## src/rtl/ecc_mem_ctrl_if.sv

```systemverilog
// Host request/response bus of the SECDED storage controller.
interface ecc_mem_ctrl_if #(
  parameter int unsigned ADDR_W = 4
) ();
  logic              req_valid;
  logic              req_ready;
  logic              req_we;
  logic [ADDR_W-1:0] req_addr;
  logic [7:0]        req_wdata;
  logic [12:0]       req_inj_mask;
  logic              rsp_valid;
  logic [7:0]        rsp_rdata;
  logic              rsp_sec;
  logic              rsp_ded;

  modport master (
    output req_valid, req_we, req_addr, req_wdata, req_inj_mask,
    input  req_ready, rsp_valid, rsp_rdata, rsp_sec, rsp_ded
  );

  modport slave (
    input  req_valid, req_we, req_addr, req_wdata, req_inj_mask,
    output req_ready, rsp_valid, rsp_rdata, rsp_sec, rsp_ded
  );
endinterface

```

## src/rtl/ecc_mem_ctrl.sv

```systemverilog
// SECDED-protected 8-bit storage: host reads/writes and a background
// scrubber share one encode/decode path over a 13-bit codeword array.
module ecc_mem_ctrl #(
  parameter int unsigned ADDR_W         = 4,
  parameter int unsigned SCRUB_INTERVAL = 256
) (
  input  logic                 clk,
  input  logic                 rst_n,
  ecc_mem_ctrl_if.slave        bus,
  input  logic                 scrub_en,
  output logic                 scrub_busy,
  output logic [7:0]           sec_cnt,
  output logic [7:0]           ded_cnt
);
  localparam int unsigned DEPTH = 1 << ADDR_W;
  localparam int unsigned CW_W  = 13;
  localparam int unsigned TMR_W = 16;

  typedef enum logic [2:0] {
    S_IDLE, S_WRITE, S_READ, S_RDEC, S_SCRUB_RD, S_SCRUB_CHK, S_SCRUB_WB
  } state_t;

  // Layout: [0]p1 [1]p2 [2]d0 [3]p4 [4..6]d1..d3 [7]p8 [8..11]d4..d7 [12]p0
  function automatic logic [CW_W-1:0] f_encode(input logic [7:0] d);
    logic [CW_W-1:0] c;
    c      = '0;
    c[2]   = d[0];
    c[6:4] = d[3:1];
    c[11:8]= d[7:4];
    c[0]   = d[0] ^ d[1] ^ d[3] ^ d[4] ^ d[6];
    c[1]   = d[0] ^ d[2] ^ d[3] ^ d[5] ^ d[6];
    c[3]   = d[1] ^ d[2] ^ d[3] ^ d[7];
    c[7]   = d[4] ^ d[5] ^ d[6] ^ d[7];
    c[12]  = ^c[11:0];
    return c;
  endfunction

  function automatic logic [7:0] f_extract(input logic [CW_W-1:0] c);
    return {c[11:8], c[6:4], c[2]};
  endfunction

  state_t            r_state, w_state_nxt;
  logic [CW_W-1:0]   r_mem [DEPTH];
  logic [ADDR_W-1:0] r_addr, r_scrub_ptr;
  logic [7:0]        r_wdata;
  logic [CW_W-1:0]   r_mask, r_cw;
  logic [TMR_W-1:0]  r_timer;
  logic              r_pending, r_req_ready, r_scrub_busy;
  logic              r_rsp_valid, r_rsp_sec, r_rsp_ded;
  logic [7:0]        r_rsp_rdata, r_sec_cnt, r_ded_cnt;

  logic              w_hs, w_scrub_start, w_scrub_exit, w_fire, w_pending_nxt;
  logic [3:0]        w_syn;
  logic              w_pe, w_sec, w_ded;
  logic [CW_W-1:0]   w_fixed;
  logic [7:0]        w_data;

  // Syndrome decode of the registered codeword
  always_comb begin
    w_syn   = '0;
    w_fixed = r_cw;
    w_sec   = 1'b0;
    w_ded   = 1'b0;
    for (int i = 0; i < 12; i++) begin
      if (r_cw[i]) w_syn = w_syn ^ 4'(i + 1);
    end
    w_pe = ^r_cw;
    if (w_syn == 4'd0) begin
      w_sec = w_pe;
    end else if (w_pe && (w_syn <= 4'd12)) begin
      w_sec = 1'b1;
      w_fixed[w_syn - 4'd1] = ~r_cw[w_syn - 4'd1];
    end else begin
      w_ded = 1'b1;
    end
    w_data = w_ded ? f_extract(r_cw) : f_extract(w_fixed);
  end

  // Next-state, handshake and scrub-pending logic
  always_comb begin
    w_state_nxt   = r_state;
    w_hs          = 1'b0;
    w_scrub_start = 1'b0;
    w_scrub_exit  = 1'b0;
    case (r_state)
      S_IDLE: begin
        if (r_pending) begin
          w_state_nxt   = S_SCRUB_RD;
          w_scrub_start = 1'b1;
        end else if (bus.req_valid && r_req_ready) begin
          w_hs        = 1'b1;
          w_state_nxt = bus.req_we ? S_WRITE : S_READ;
        end
      end
      S_WRITE:     w_state_nxt = S_IDLE;
      S_READ:      w_state_nxt = S_RDEC;
      S_RDEC:      w_state_nxt = S_IDLE;
      S_SCRUB_RD:  w_state_nxt = S_SCRUB_CHK;
      S_SCRUB_CHK: begin
        if (w_sec) begin
          w_state_nxt = S_SCRUB_WB;
        end else begin
          w_state_nxt  = S_IDLE;
          w_scrub_exit = 1'b1;
        end
      end
      S_SCRUB_WB: begin
        w_state_nxt  = S_IDLE;
        w_scrub_exit = 1'b1;
      end
      default:     w_state_nxt = S_IDLE;
    endcase
    w_fire        = scrub_en && (r_timer == TMR_W'(SCRUB_INTERVAL - 1));
    w_pending_nxt = scrub_en && (w_fire || (r_pending && !w_scrub_start));
  end

  // State register
  always_ff @(posedge clk or negedge rst_n) begin
    if (!rst_n) r_state <= S_IDLE;
    else        r_state <= w_state_nxt;
  end

  // Scrub interval timer and pending flag
  always_ff @(posedge clk or negedge rst_n) begin
    if (!rst_n) begin
      r_timer   <= '0;
      r_pending <= 1'b0;
    end else begin
      r_timer   <= (!scrub_en || w_fire) ? '0 : r_timer + TMR_W'(1);
      r_pending <= w_pending_nxt;
    end
  end

  // Array, request latches, decode results, counters and registered outputs
  always_ff @(posedge clk or negedge rst_n) begin
    if (!rst_n) begin
      for (int i = 0; i < DEPTH; i++) r_mem[i] <= '0;
      r_addr       <= '0;
      r_wdata      <= '0;
      r_mask       <= '0;
      r_cw         <= '0;
      r_scrub_ptr  <= '0;
      r_req_ready  <= 1'b1;
      r_scrub_busy <= 1'b0;
      r_rsp_valid  <= 1'b0;
      r_rsp_rdata  <= '0;
      r_rsp_sec    <= 1'b0;
      r_rsp_ded    <= 1'b0;
      r_sec_cnt    <= '0;
      r_ded_cnt    <= '0;
    end else begin
      r_rsp_valid  <= 1'b0;
      r_req_ready  <= (w_state_nxt == S_IDLE) && !w_pending_nxt;
      r_scrub_busy <= (w_state_nxt == S_SCRUB_RD) || (w_state_nxt == S_SCRUB_CHK) ||
                      (w_state_nxt == S_SCRUB_WB);
      if (w_hs) begin
        r_addr  <= bus.req_addr;
        r_wdata <= bus.req_wdata;
        r_mask  <= bus.req_inj_mask;
      end
      if (w_scrub_start) begin
        r_addr <= r_scrub_ptr;
        r_mask <= '0;
      end
      case (r_state)
        S_WRITE, S_SCRUB_WB: r_mem[r_addr] <= f_encode(r_wdata) ^ r_mask;
        S_READ, S_SCRUB_RD:  r_cw <= r_mem[r_addr];
        S_RDEC: begin
          r_rsp_valid <= 1'b1;
          r_rsp_rdata <= w_data;
          r_rsp_sec   <= w_sec;
          r_rsp_ded   <= w_ded;
        end
        S_SCRUB_CHK:         r_wdata <= w_data;
        default: ;
      endcase
      if ((r_state == S_RDEC) || (r_state == S_SCRUB_CHK)) begin
        if (w_sec && (r_sec_cnt != 8'hFF)) r_sec_cnt <= r_sec_cnt + 8'd1;
        if (w_ded && (r_ded_cnt != 8'hFF)) r_ded_cnt <= r_ded_cnt + 8'd1;
      end
      if (w_scrub_exit) r_scrub_ptr <= r_scrub_ptr + ADDR_W'(1);
    end
  end

  assign bus.req_ready = r_req_ready;
  assign bus.rsp_valid = r_rsp_valid;
  assign bus.rsp_rdata = r_rsp_rdata;
  assign bus.rsp_sec   = r_rsp_sec;
  assign bus.rsp_ded   = r_rsp_ded;
  assign scrub_busy    = r_scrub_busy;
  assign sec_cnt       = r_sec_cnt;
  assign ded_cnt       = r_ded_cnt;
endmodule

```

## src/flat_wrapper.sv

```systemverilog
// flat-port wrapper written by rule: the top's interface ports become plain ports
module ecc_mem_ctrl_flat 
#(
  parameter int unsigned ADDR_W         = 4,
  parameter int unsigned SCRUB_INTERVAL = 256
)
  (clk, rst_n, scrub_en, scrub_busy, sec_cnt, ded_cnt, bus_req_valid, bus_req_we, bus_req_addr, bus_req_wdata, bus_req_inj_mask, bus_req_ready, bus_rsp_valid, bus_rsp_rdata, bus_rsp_sec, bus_rsp_ded);
  ecc_mem_ctrl_if #(.ADDR_W(ADDR_W)) bus_i ();
  input  logic clk;
  input  logic rst_n;
  input  logic scrub_en;
  output logic scrub_busy;
  output logic [7:0] sec_cnt;
  output logic [7:0] ded_cnt;
  input wire logic [$bits(bus_i.req_valid)-1:0] bus_req_valid;
  input wire logic [$bits(bus_i.req_we)-1:0] bus_req_we;
  input wire logic [$bits(bus_i.req_addr)-1:0] bus_req_addr;
  input wire logic [$bits(bus_i.req_wdata)-1:0] bus_req_wdata;
  input wire logic [$bits(bus_i.req_inj_mask)-1:0] bus_req_inj_mask;
  output wire logic [$bits(bus_i.req_ready)-1:0] bus_req_ready;
  output wire logic [$bits(bus_i.rsp_valid)-1:0] bus_rsp_valid;
  output wire logic [$bits(bus_i.rsp_rdata)-1:0] bus_rsp_rdata;
  output wire logic [$bits(bus_i.rsp_sec)-1:0] bus_rsp_sec;
  output wire logic [$bits(bus_i.rsp_ded)-1:0] bus_rsp_ded;
  assign bus_i.req_valid = bus_req_valid;
  assign bus_i.req_we = bus_req_we;
  assign bus_i.req_addr = bus_req_addr;
  assign bus_i.req_wdata = bus_req_wdata;
  assign bus_i.req_inj_mask = bus_req_inj_mask;
  assign bus_req_ready = bus_i.req_ready;
  assign bus_rsp_valid = bus_i.rsp_valid;
  assign bus_rsp_rdata = bus_i.rsp_rdata;
  assign bus_rsp_sec = bus_i.rsp_sec;
  assign bus_rsp_ded = bus_i.rsp_ded;
  ecc_mem_ctrl #(.ADDR_W(ADDR_W), .SCRUB_INTERVAL(SCRUB_INTERVAL)) u_core (.clk(clk), .rst_n(rst_n), .bus(bus_i), .scrub_en(scrub_en), .scrub_busy(scrub_busy), .sec_cnt(sec_cnt), .ded_cnt(ded_cnt));
endmodule
```

## config.mk

```make
export PLATFORM = sky130hd
export DESIGN_NAME = ecc_mem_ctrl_flat
export DESIGN_NICKNAME = d
export VERILOG_FILES = /design/src/rtl/ecc_mem_ctrl_if.sv /design/src/rtl/ecc_mem_ctrl.sv /design/src/flat_wrapper.sv
export SDC_FILE = /design/constraint.sdc
export NUM_CORES = 1
export LEC_CHECK = 0
export ABC_CLOCK_PERIOD_IN_PS = 3300
export BUFFER_PORTS_ARGS = -buffer_cell sky130_fd_sc_hd__buf_2
export CAP_MARGIN = 5
export CORE_AREA = 4 4 183 230
export CTS_BUF_LIST = sky130_fd_sc_hd__clkbuf_8
export CTS_CLUSTER_DIAMETER = 200
export DETAILED_ROUTE_END_ITERATION = 8
export DIE_AREA = 0 0 187 234
export MAX_ROUTING_LAYER = met4
export PLACE_DENSITY_LB_ADDON = 0.2
export RECOVER_POWER = 50
export REMOVE_ABC_BUFFERS = 1
export SLEW_MARGIN = 30
export SYNTH_ARGS = -nofsm -noshare
export SYNTH_HDL_FRONTEND = slang
export SYNTH_SLANG_ARGS = --single-unit
export TNS_END_PERCENT = 1
```

## constraint.sdc

```tcl
create_clock -name clk -period 3.3 [get_ports clk]
set_input_delay 0 -clock clk [delete_from_list [all_inputs] [get_ports clk]]
set_output_delay 0 -clock clk [all_outputs]
set_load 0.02 [all_outputs]
```

== Word-level counts from Yosys, hierarchy flattened ==
Index checks and enable logic that the tools add are counted.

* Divide/modulo/power cells: 0
* Reductions and logical operators: 29
* Equality and inequality tests: 12
* Multiply operators: 0
* Bitwise operators: 28
* $add $sub $neg: 5
* Shifts and indexed selects: 0
* Multiplexer cells: 50
* Magnitude comparators: 5

{| class="wikitable"
|+ Operator list
! kind !! count
|-
| $bwmux W208 || 1
|-
| $mux W13 || 5
|-
| $bmux W13 S4 || 1
|-
| $demux W13 S4 || 1
|-
| $mux W4 || 7
|-
| $mux W12 || 2
|-
| $mux W8 || 3
|-
| $mux W3 || 7
|-
| $eq A3 B3 Y1 const B || 6
|-
| $add A16 B1 Y16 const B || 1
|-
| $add A8 B1 Y8 const B || 2
|-
| $eq A16 B8 Y1 const B || 1
|-
| $mux W16 || 1
|-
| $ne A8 B8 Y1 const B || 2
|-
| $mux W1 || 14
|-
| $xor A1 B1 Y1 || 14
|-
| $bwmux W13 || 1
|-
| $reduce_xor A13 Y1 || 1
|-
| $xor A13 B13 Y13 || 1
|-
| $not A2 Y2 || 6
|-
| $pmux W3 S4 || 1
|-
| $reduce_xor A12 Y1 || 1
|-
| $logic_and A1 B1 Y1 || 10
|-
| $eq A3 B2 Y1 const B || 2
|-
| 23 further kinds || 38
|}

* Register bits: 299
* Bits in read-only memories: 0
* RAM bits: 0
* Logic and storage cells: 161
* Output and inout port bits: 29
* Latch bits: 0
* Input port bits: 30
* Memories kept: 0

== Longest topological paths before layout ==
Gate-level depths: netlist (run 1).

* Depth after elaboration: 30
* Mapped depth: 15
* Depth with buffers taken out: 12

== Least setup slack after synthesis (run 1) ==
No wires, ideal clock.

* Kind: reg-to-reg
* Start: reg u_core.r_cw[2]
* End: reg u_core.r_rsp_rdata[0] (netlist: u_core.bus.rsp_rdata[0])
* Cell stages (with the launch flop): 15
* Period minus slack after synthesis: 3.375 ns
* Buffers on the path: 3
* Arrival time: 3.238 ns
* Setup time: 0.137 ns
* Data required time: 3.163 ns
* Slack: -0.075 ns
* Cells stage by stage: dfrtp_1 buf_4 xor3_2 xnor3_2 inv_1 ha_1 clkbuf_1 mux2_2 o32a_1 o21ai_0 o311ai_1 o22ai_2 nor2_2 buf_6 o31ai_2

* Cells in the longest elaborated chain, start to end: 23

{| class="wikitable"
|+ Ends and longest elaborated chain
! element !! RTL line !! text
|-
| start, declared || ecc_mem_ctrl.sv:46 || <nowiki>logic [CW_W-1:0] r_mask, r_cw;</nowiki>
|-
| start signal, assigned || ecc_mem_ctrl.sv:167 || <nowiki>S_READ, S_SCRUB_RD: r_cw <= r_mem[r_addr];</nowiki>
|-
| $mux W2 || ecc_mem_ctrl.sv:65 || <nowiki>if (r_cw[i]) w_syn = w_syn ^ 4'(i + 1);</nowiki>
|-
| $mux W3 || ecc_mem_ctrl.sv:65 ||
|-
| $not A2 Y2 (no line) / $mux W3 (equally long branches) || -- ||
|-
| $mux W3 / $not A2 Y2 (equally long branches) || -- ||
|-
| $mux W3 || ecc_mem_ctrl.sv:65 ||
|-
| $not A3 Y3 (no line) || -- ||
|-
| $mux W3 || ecc_mem_ctrl.sv:65 ||
|-
| $mux W4 || ecc_mem_ctrl.sv:65 ||
|-
| [7 not listed] || -- ||
|-
| $lt A4 B5 Y1 (not written as such) / $ge A4 B1 Y1 (equally long branches) || ecc_mem_ctrl.sv:72 || <nowiki>w_fixed[w_syn - 4'd1] = ~r_cw[w_syn - 4'd1];</nowiki>
|-
| $logic_and A1 B1 Y1 (not written as such) || ecc_mem_ctrl.sv:72 ||
|-
| $mux W1 (not written as such) || ecc_mem_ctrl.sv:72 ||
|-
| $demux W1 S4 || -- ||
|-
| $bwmux W13 || ecc_mem_ctrl.sv:72 ||
|-
| $mux W12 || ecc_mem_ctrl.sv:70 || <nowiki>end else if (w_pe && (w_syn <= 4'd12)) begin</nowiki>
|-
| $mux W12 || ecc_mem_ctrl.sv:68 || <nowiki>if (w_syn == 4'd0) begin</nowiki>
|-
| $mux W8 (*) || ecc_mem_ctrl.sv:76 || <nowiki>w_data = w_ded ? f_extract(r_cw) : f_extract(w_fixed);</nowiki>
|-
| end signal, assigned || ecc_mem_ctrl.sv:170 || <nowiki>r_rsp_rdata <= w_data;</nowiki>
|-
| end, declared || ecc_mem_ctrl.sv:50 || <nowiki>logic [7:0] r_rsp_rdata, r_sec_cnt, r_ded_cnt;</nowiki>
|}

Every way passes the cells marked *; elsewhere a longest branch is shown, timed or not. The select of a mux whose other input is x is not followed.
A chain may end at the register's enable or synchronous reset.

== Worst setup path after layout (run 1) ==
* Start: reg u_core.r_cw[8]
* End: reg u_core.r_rsp_rdata[0] (netlist: u_core.bus.rsp_rdata[0])

* Cells in the longest elaborated chain, start to end: 16

{| class="wikitable"
|+ Ends and longest elaborated chain
! element !! RTL line
|-
| $mux W4 || ecc_mem_ctrl.sv:65
|-
| $not A2 Y2 (no line) || --
|-
| $mux W4 || ecc_mem_ctrl.sv:65
|-
| $not A3 Y3 (no line) || --
|-
| $mux W4 || ecc_mem_ctrl.sv:65
|-
| $not A2 Y2 (no line) || --
|-
| $mux W4 || ecc_mem_ctrl.sv:65
|-
| $sub A4 B1 Y4 || ecc_mem_ctrl.sv:72
|-
| $lt A4 B5 Y1 (not written as such) / $ge A4 B1 Y1 (equally long branches) || ecc_mem_ctrl.sv:72
|-
| $logic_and A1 B1 Y1 (not written as such) || ecc_mem_ctrl.sv:72
|-
| $mux W1 (not written as such) || ecc_mem_ctrl.sv:72
|-
| $demux W1 S4 || --
|-
| $bwmux W13 || ecc_mem_ctrl.sv:72
|-
| $mux W12 || ecc_mem_ctrl.sv:70
|-
| $mux W12 || ecc_mem_ctrl.sv:68
|-
| $mux W8 (*) || ecc_mem_ctrl.sv:76
|}

Marked as above.

==> results of run 1 <==
[worst max-delay path, stage by stage, from the launching register on]
cell	delay, ns
sky130_fd_sc_hd__dfrtp_1	0.35
sky130_fd_sc_hd__xor3_2	0.47
sky130_fd_sc_hd__xnor3_2	0.34
sky130_fd_sc_hd__inv_2	0.06
sky130_fd_sc_hd__ha_4	0.30
sky130_fd_sc_hd__buf_4	0.15
sky130_fd_sc_hd__nor2b_1	0.07
sky130_fd_sc_hd__and2_1	0.16
sky130_fd_sc_hd__a221oi_2	0.20
sky130_fd_sc_hd__a2bb2oi_2	0.09
sky130_fd_sc_hd__a32o_1	0.24
sky130_fd_sc_hd__o22ai_2	0.15
sky130_fd_sc_hd__nor2_2	0.07
sky130_fd_sc_hd__buf_12	0.15
sky130_fd_sc_hd__o31ai_2	0.24
[registers in the layout, summed over array words and instances (netlist names), 4 cells and up]
signal and cells:
u_core.r_timer 16, u_core.r_wdata 8, u_core.r_mem 208, u_core.r_addr 4, u_core.r_scrub_ptr 4, u_core.r_cw 13, u_core.sec_cnt 8, u_core.r_mask 13
u_core.ded_cnt 8, u_core.bus.rsp_rdata 8
[synthesized netlist by cell type (5+ instances only)]
cell	instances	share of area, %
sky130_fd_sc_hd__a22o_1	20	1.3
sky130_fd_sc_hd__nand2_1	250	6.8
sky130_fd_sc_hd__nor2b_1	7	0.32
sky130_fd_sc_hd__nand4_1	5	0.23
sky130_fd_sc_hd__clkbuf_1	74	2.0
sky130_fd_sc_hd__inv_1	6	0.16
sky130_fd_sc_hd__nor2_1	43	1.2
sky130_fd_sc_hd__xnor3_1	5	0.82
sky130_fd_sc_hd__o31ai_2	9	0.82
sky130_fd_sc_hd__and3_1	8	0.36
sky130_fd_sc_hd__o31ai_1	5	0.27
sky130_fd_sc_hd__nand3_1	21	0.76
sky130_fd_sc_hd__mux2_2	18	1.5
sky130_fd_sc_hd__a21oi_1	14	0.51
sky130_fd_sc_hd__buf_1	5	0.14
sky130_fd_sc_hd__a31oi_1	11	0.50
sky130_fd_sc_hd__ha_1	6	0.54
sky130_fd_sc_hd__mux4_2	66	11
sky130_fd_sc_hd__o21ai_0	214	7.8
sky130_fd_sc_hd__nor3_1	7	0.25
sky130_fd_sc_hd__mux2i_1	7	0.51
sky130_fd_sc_hd__xor2_1	23	1.5
sky130_fd_sc_hd__dfrtp_1	298	54
sky130_fd_sc_hd__and2_1	8	0.36
sky130_fd_sc_hd__xnor2_1	46	2.9
[metrics by stage]
step	TNS (ns)	area, um2	util, %	power, uW	setup slack, ns
2_1_floorplan	-14.92	13490	-	11920	-0.3623
3_3_place_gp	0	14950	37.55	15240	0.09824
3_5_place_dp	0	14970	37.61	15360	0.02780
4_1_cts	0	16230	40.76	18640	0.008941
5_1_grt	0	16270	40.87	19970	0.01349
6_report	0	16270	40.87	18540	0.1720
[worst min path at each step]
stage / to / slack [ns] / cells past startpoint
final: u_core.r_mask[2] / 0.18 / 3
after global routing: u_core.r_mask[1] / 0.17 / 3
after CTS: u_core.r_mem[76] / 0.08 / 2
after detailed placement: u_core.r_mem[76] / 0.12 / 1
after global placement: u_core.r_mem[128] / 0.13 / 1
after floorplan: u_core.bus.rsp_ded / -0.30 / 0
[cells by family after synthesis]
group	Yosys count
and+or+nand+nor	371
DFF	299
AOI/OAI and AO/OA	296
muxes	91
buffers and inverters	89
xor gates and xnor gates	79
adders and majority gates	6
[what timing repair did]
item                                    CTS  global route
setup buffers                             0             0
endpoints found under the setup margin    0            16
hold endpoints to repair                145            37
resized for setup                         0             7
hold buffers                             30             1
[report_power, final]
group / switching, uW / total [uW] / internal (uW)
logic: 5150 / 9330 / 4180
clock network: 1490 / 3160 / 1670
registers: 1060 / 6050 / 4990
[layer usage]
metal / vias to the layer above / part of all wire (%) / GRT usage (%)
met5: - / 0 / -
met1: 4690 / 44 / 21.93
met3: 52 / 4.3 / 2.740
met2: 196 / 50 / 29.20
met4: 0 / 2.4 / 5.039
li1: 4595 / - / -
[final cells by class]
class	instances	area [um2]	share of cell area [%]
tap	504	630.6	3.876
sequential	299	7488	46.03
multi-input combinational	843	6037	37.11
timing repair buffer	150	1131	6.952
antenna	1	2.502	0.01538
clock inverter	31	155.1	0.9536
clock buffer	58	798.3	4.907
inverter	7	26.28	0.1615
==> reports/metrics.sh, run 1 <==
POWER_LEAKAGE_uW=0.007349
IO-PIN-COUNT=59
SYNTH-ADDER-AREA-SHARE_PCT=0.5437
YOSYSWARNINGCOUNT=0
ROUTABILITYCONGESTION=0.8723
FIRST_GLOBAL_VIAS=9875
POST_SYNTH_INST_COUNT=1231
FINAL_HOLD_VIOS=0
DIE_HEIGHT_UM=234
AREA.GROWTH.SYNTH_TO_FINAL_PCT=17.82
MAX_H_TREE_LEVEL=2
SYNTH_COMPOUND_GATE_AREA_SHARE_PCT=12.69
POWERDENSITY_nW_PER_UM2=1139
MUXSHAREOFSYNTHAREA_PCT=12.74
GRT.TOTAL_USAGE_PCT=17.34
ANTENNA_VIOLATING_NETS_POST_ROUTE=0
FP.DIEAREA_UM2=43760
GRT.OVERFLOW.TOTAL=0
BUFFER_CELL_DRIVING_THE_CLOCK_TREE_ROOT='sky130_fd_sc_hd__clkbuf_8'
TIMING.FINAL.CRIT_SHARE_PCT=94.79
ROUTE.DETAILED.DRC=0
GRT_FIRST_PASS_WIRELENGTH_UM=58420
WORST_EP_REQUIRED_TIME_NS=3.77
LARGEST_FAMILY_OF_LOGIC_CELLS_BY_SYNTHESIZED_AREA='multiplexers'
POST_SYNTH_INSTANCE_AREA_UM2=13810
WORST_IR_DROP_VDD_uV=740.8
CLKLATENCYLATEPIN_NS=0.58
VIOLATIONS='capacitance limit, slew limit'
SYNTH-SIMPLE-AREA-SHARE_PCT=11.36
TIMING.CRITICAL_PATH.TO='u_core.bus.rsp_rdata[0]'
SYNTH_CELL_TYPE_COUNT=60
RR_ENDPOINT='u_core.bus.rsp_rdata[0]'
FINALSETUPVIOLCOUNT=0
DETAILED_PLACE_HPWL_UM=24190
POSTSYNTHAREAPERCELL_UM2=11.22
SLEW_VIOL_FINAL=39
SYNTHFLOPTYPE='sky130_fd_sc_hd__dfrtp_1'
CLOCK_SINKS=299
PORT_BUFFERS=58
INITIALDRTVIOLATIONCOUNT=500
FINAL_SETUP_SKEW_NS=0.02139
WORST-R2R-CELL-COUNT=14
WORSTSETUPENDPOINTTYPE='flip-flop'
MAXIMUM_NUMBER_OF_PINS_ON_ONE_NET_BEFORE_GLOBAL_ROUTE_REPAIR=115
ROUTED_LEN_INST_UM=19.00
FILLER_CELL_COUNT=3878
WORSTPATHARRIVAL_NS=3.60
POST_DRT_VIA_CELL_RATIO=5.036
DETAIL_ROUTE.WIRELENGTH_UM=35970
MOST-COMMON-LAYOUT-CELLS='sky130_fd_sc_hd__dfrtp_1, sky130_fd_sc_hd__nand2_1, sky130_fd_sc_hd__o21ai_0, sky130_fd_sc_hd__mux4_2, sky130_fd_sc_hd__clkbuf_8'
LAYOUT-DRIVE-GT1-SHARE_PCT=20.17
DIE_SPAN_IN_X_UM=187
HOLDWS_NS=0.1786
DESIGN.FINAL.NETS=1387
MIN_PATH_TYPE='in -> reg'
SYNTH-EDFF-COUNT=0
WORST-SETUP-PATH-TYPE='reg -> reg'
GRT_SETUP_UNREPAIRED='false'
YOSYS_REGISTER_BITS=299
NUM_VIAS=9533
CTS-ROOT-TO-SINK-BUFFERS=3
CRITPATHLAUNCHTYPE='flip-flop'
ASYNC_FLOP_SHARE_PCT=100.0
FINALCRITICALPERIOD_NS=3.128
SLEW-LIMIT-HEADROOM_PCT=-59.20
CORE_UM2=39810
POST_LAYOUT_NONFILLER_INSTANCES=1893
RESULT_OF_THE_RUN='complete, but fails checks'
ROWS=82
MAXCLOCKFREQUENCY_MHz=319.7
RR_STARTPOINT='u_core.r_cw[8]'
WORST_SETUP_PATH_STARTPOINT='u_core.r_cw[8]'
POST_SYNTH_XOR_AREA_FRACTION_PCT=5.953
START_UTIL_PCT=34.69
YS_SEQ_AREA_SHARE_PCT=54.20
DP.CELLS=1771
HOLD_START='bus_req_inj_mask[2]'
MOSTFREQUENTLAYOUTCELL='sky130_fd_sc_hd__dfrtp_1'
GRT_ANTENNA_BEFORE_REPAIR=1
WORST-PATH-MAX-FANOUT=14
CTS_TREE='built'
DR.PASS1.ITERS=4
CLK_PIN_SLEW_WORST_SETUP_HOLD_PATHS_NS=0.06
WORST_PIN_SLEW_NS=2.388
DRV_CAP=1
SETUP.REG_TO_REG.WORST_SLACK_NS=0.17
CTS_MADE_BUFFERS=50
(Power assumes the default switching activity.)
==> run 2: changes to the inputs <==
Settings changed: CORE_AREA 4 4 183 230 to 10 10 193 231, DIE_AREA 0 0 187 234 to 0 0 203 241.
==> run 2 against run 1 <==
The flow still finishes with violations (capacitance limit, slew limit). Power is 1.1% higher. Via count is 0.38% higher. Critical path depth is 1 lower. Clock skew is 0.0031 ns higher. Final area is 0.24% higher. Highest routed layer unchanged.
==> reports/metrics.sh, run 2 (synthesis results as in run 1) <==
TIMING.FINAL.CRIT_SHARE_PCT=95.02  # +0.23 points
ROUTED_LEN_INST_UM=18.98  # -0.13%
IO-PIN-COUNT=59  # unchanged
DIE_SPAN_IN_X_UM=203  # +8.6%
DETAILED_PLACE_HPWL_UM=24430  # +1.0%
GRT.TOTAL_USAGE_PCT=15.53  # -1.8 points
WORST_IR_DROP_VDD_uV=935.9  # +26%
CORE_UM2=39740  # -0.18%
CLKLATENCYLATEPIN_NS=0.60  # +0.02 ns
GRT.OVERFLOW.TOTAL=0  # unchanged
INITIALDRTVIOLATIONCOUNT=516  # +3.2%
DETAIL_ROUTE.WIRELENGTH_UM=36610  # +1.8%
MAX_H_TREE_LEVEL=2  # unchanged
MOSTFREQUENTLAYOUTCELL='sky130_fd_sc_hd__dfrtp_1'
POST_DRT_VIA_CELL_RATIO=4.961  # -1.5%
DESIGN.FINAL.NETS=1391  # +0.29%
DRV_CAP=1  # unchanged
ROUTABILITYCONGESTION=0.8272  # -5.2%
FINALCRITICALPERIOD_NS=3.136  # +0.007654 ns
DIE_HEIGHT_UM=241  # +3.0%
GRT_FIRST_PASS_WIRELENGTH_UM=57850  # -0.98%
POWER_SWITCHING_SHARE_PCT=41.65  # +0.093 points
POWER_uW=18740  # +1.1%
POWER_SWITCHING_uW=7806  # +1.3%
WORST_PIN_SLEW_NS=2.177  # -0.2106 ns
PORT_BUFFERS=58  # unchanged
CLK_PIN_SLEW_WORST_SETUP_HOLD_PATHS_NS=0.06  # about the same
WORST-R2R-CELL-COUNT=13  # -1
GRT_SETUP_UNREPAIRED='false'
FIRST_GLOBAL_VIAS=9759  # -1.2%
GR-USAGE-MET2_PCT=25.59  # -3.6 points
CTS_TREE='built'
WORSTPATHARRIVAL_NS=3.62  # +0.02 ns
CLOCK_POWER_SHARE_PCT=17.0  # about the same
POWER.SEQUENTIAL.FRACTION_PCT=32.3  # -0.3 points
POWER_REPORT.INTERNAL_TOTAL_uW=10940  # +0.95%
WORST-PATH-MAX-FANOUT=14  # unchanged
WORST_EP_REQUIRED_TIME_NS=3.79  # +0.02 ns
FINALSETUPVIOLCOUNT=0  # unchanged
CTS-ROOT-TO-SINK-BUFFERS=3  # unchanged
MET1_USAGE_PCT=19.28  # -2.7 points
CTS_MADE_BUFFERS=52  # +4.0%
LAYOUT-DRIVE-GT1-SHARE_PCT=20.79  # +0.62 points
WORSTSETUPENDPOINTTYPE='flip-flop'
SLEW-LIMIT-HEADROOM_PCT=-45.16  # +14 points
POWER_LEAKAGE_uW=0.007409  # +0.82%
NUM_VIAS=9569  # +0.38%
MAX_FLOP_REGISTER='u_core.r_mem'
START_UTIL_PCT=34.75  # +0.061 points
FINAL.SETUP.WORST_SLACK_NS=0.1643  # -0.007654 ns
MAXIMUM_NUMBER_OF_PINS_ON_ONE_NET_BEFORE_GLOBAL_ROUTE_REPAIR=82  # -29%
GRT_ANTENNA_BEFORE_REPAIR=1  # unchanged
PRE_CTS_SLACK_NS=0.03446  # +0.006657 ns
REG_TOP3='u_core.r_mem: 208 flops, u_core.r_timer: 16 flops'
ROUTE.DETAILED.DRC=0  # unchanged
GRT.BUSIEST_LAYER='met2'
SLEW_VIOL_FINAL=80  # +110%
ROWS=80  # -2.4%
POWERDENSITY_nW_PER_UM2=1149  # +0.88%
CLOCK_SINKS=299  # unchanged
LARGEST_REG_FLOPS=208  # unchanged
DR.PASS1.ITERS=7  # +3
PWR-SHARE-COMB_PCT=50.7  # +0.4 points
GR-USAGE-MET3_PCT=2.670  # -0.070 points
MIN_PATH_TYPE='in -> reg'
CRITPATHLAUNCHTYPE='flip-flop'
MOST-COMMON-LAYOUT-CELLS='sky130_fd_sc_hd__dfrtp_1, sky130_fd_sc_hd__nand2_1, sky130_fd_sc_hd__o21ai_0, sky130_fd_sc_hd__mux4_2, sky130_fd_sc_hd__clkbuf_8'
FINAL_SETUP_SKEW_NS=0.02451  # +0.003121 ns
MAXCLOCKFREQUENCY_MHz=318.9  # -0.24%
WORST-SETUP-PATH-TYPE='reg -> reg'
RESULT_OF_THE_RUN='complete, but fails checks'
FINAL_HOLD_VIOS=0  # unchanged
POST_LAYOUT_NONFILLER_INSTANCES=1929  # +1.9%
FP.DIEAREA_UM2=48920  # +12%
AREA.GROWTH.SYNTH_TO_FINAL_PCT=18.10
ANTENNA_VIOLATING_NETS_POST_ROUTE=0  # unchanged
WORSTHOLDPATHCELLS=3  # unchanged
DP.CELLS=1804  # +1.9%
VIOLATIONS='capacitance limit, slew limit'
BUFFER_CELL_DRIVING_THE_CLOCK_TREE_ROOT='sky130_fd_sc_hd__clkbuf_8'
[run 2: routing by layer]
layer / vias to the layer above / share of wire (%)
met5: - / 0
met4: 0 / 2.1
met3: 61 / 4.2
met2: 193 / 49
met1: 4706 / 45
li1: 4609 / -
[run 2: area by class of cell]
cell class	instances	area (um2)
clock buffer	62	853.3
multi-input combinational	843	6027
timing repair buffer	152	1115
inverter	7	26.28
tap	533	666.9
clock inverter	32	128.9
fill	3822	23430
sequential	299	7488
antenna	1	2.502
[run 2: worst max-delay path, cell delays in order (launching register included)]
cell	delay, ns
sky130_fd_sc_hd__dfrtp_1	0.40
sky130_fd_sc_hd__xor3_2	0.42
sky130_fd_sc_hd__xnor3_2	0.39
sky130_fd_sc_hd__inv_1	0.13
sky130_fd_sc_hd__ha_4	0.23
sky130_fd_sc_hd__buf_4	0.16
sky130_fd_sc_hd__mux2_2	0.25
sky130_fd_sc_hd__o32a_1	0.18
sky130_fd_sc_hd__o21ai_2	0.08
sky130_fd_sc_hd__o311ai_2	0.11
sky130_fd_sc_hd__o22ai_2	0.22
sky130_fd_sc_hd__nor2_2	0.07
sky130_fd_sc_hd__buf_12	0.15
sky130_fd_sc_hd__o31ai_1	0.24
[run 2: stage by stage]
stage | area, um2 | TNS, ns | hold WS [ns] | util [%]
6_report | 16310 | 0 | 0.1726 | 41.04
5_1_grt | 16310 | 0 | 0.1615 | 41.04
4_1_cts | 16310 | 0 | 0.01347 | 41.03
3_5_place_dp | 15020 | 0 | 0.05570 | 37.81
3_3_place_gp | 15020 | 0 | 0.05539 | 37.79
2_1_floorplan | 13490 | -14.92 | -0.2956 | -
[run 2: repair_timing]
item                                   4_1_cts  5_1_grt
hold buffers                                30        0
setup endpoints to repair                    0       16
endpoints found under the hold margin      267        0
resized for setup                            0        8
setup buffers                                0        0
[run 2: worst paths after layout]
check                                          to                 from  slack, ns
worst min register to register  u_core.r_timer[0]    u_core.r_timer[0]       0.45
worst max-delay path            u_core.r_wdata[2]       u_core.r_cw[2]       0.16
min in group asynchronous       u_core.r_mem[204]                rst_n       0.58
worst min-delay path             u_core.r_mask[9]  bus_req_inj_mask[9]       0.17
max in group asynchronous        u_core.r_mask[1]                rst_n       0.62
worst max register to register  u_core.r_wdata[2]       u_core.r_cw[2]       0.16
[run 2: power groups by stage]
stage                     Combinational, uW  Sequential, uW  Clock (uW)
final                                  9510            6050        3190
after global routing                  10500            6210        3490
after CTS                              9430            6050        3290
after detailed placement               9380            6110           0
after global placement                 9310            6070           0
after floorplan                        5880            6040           0
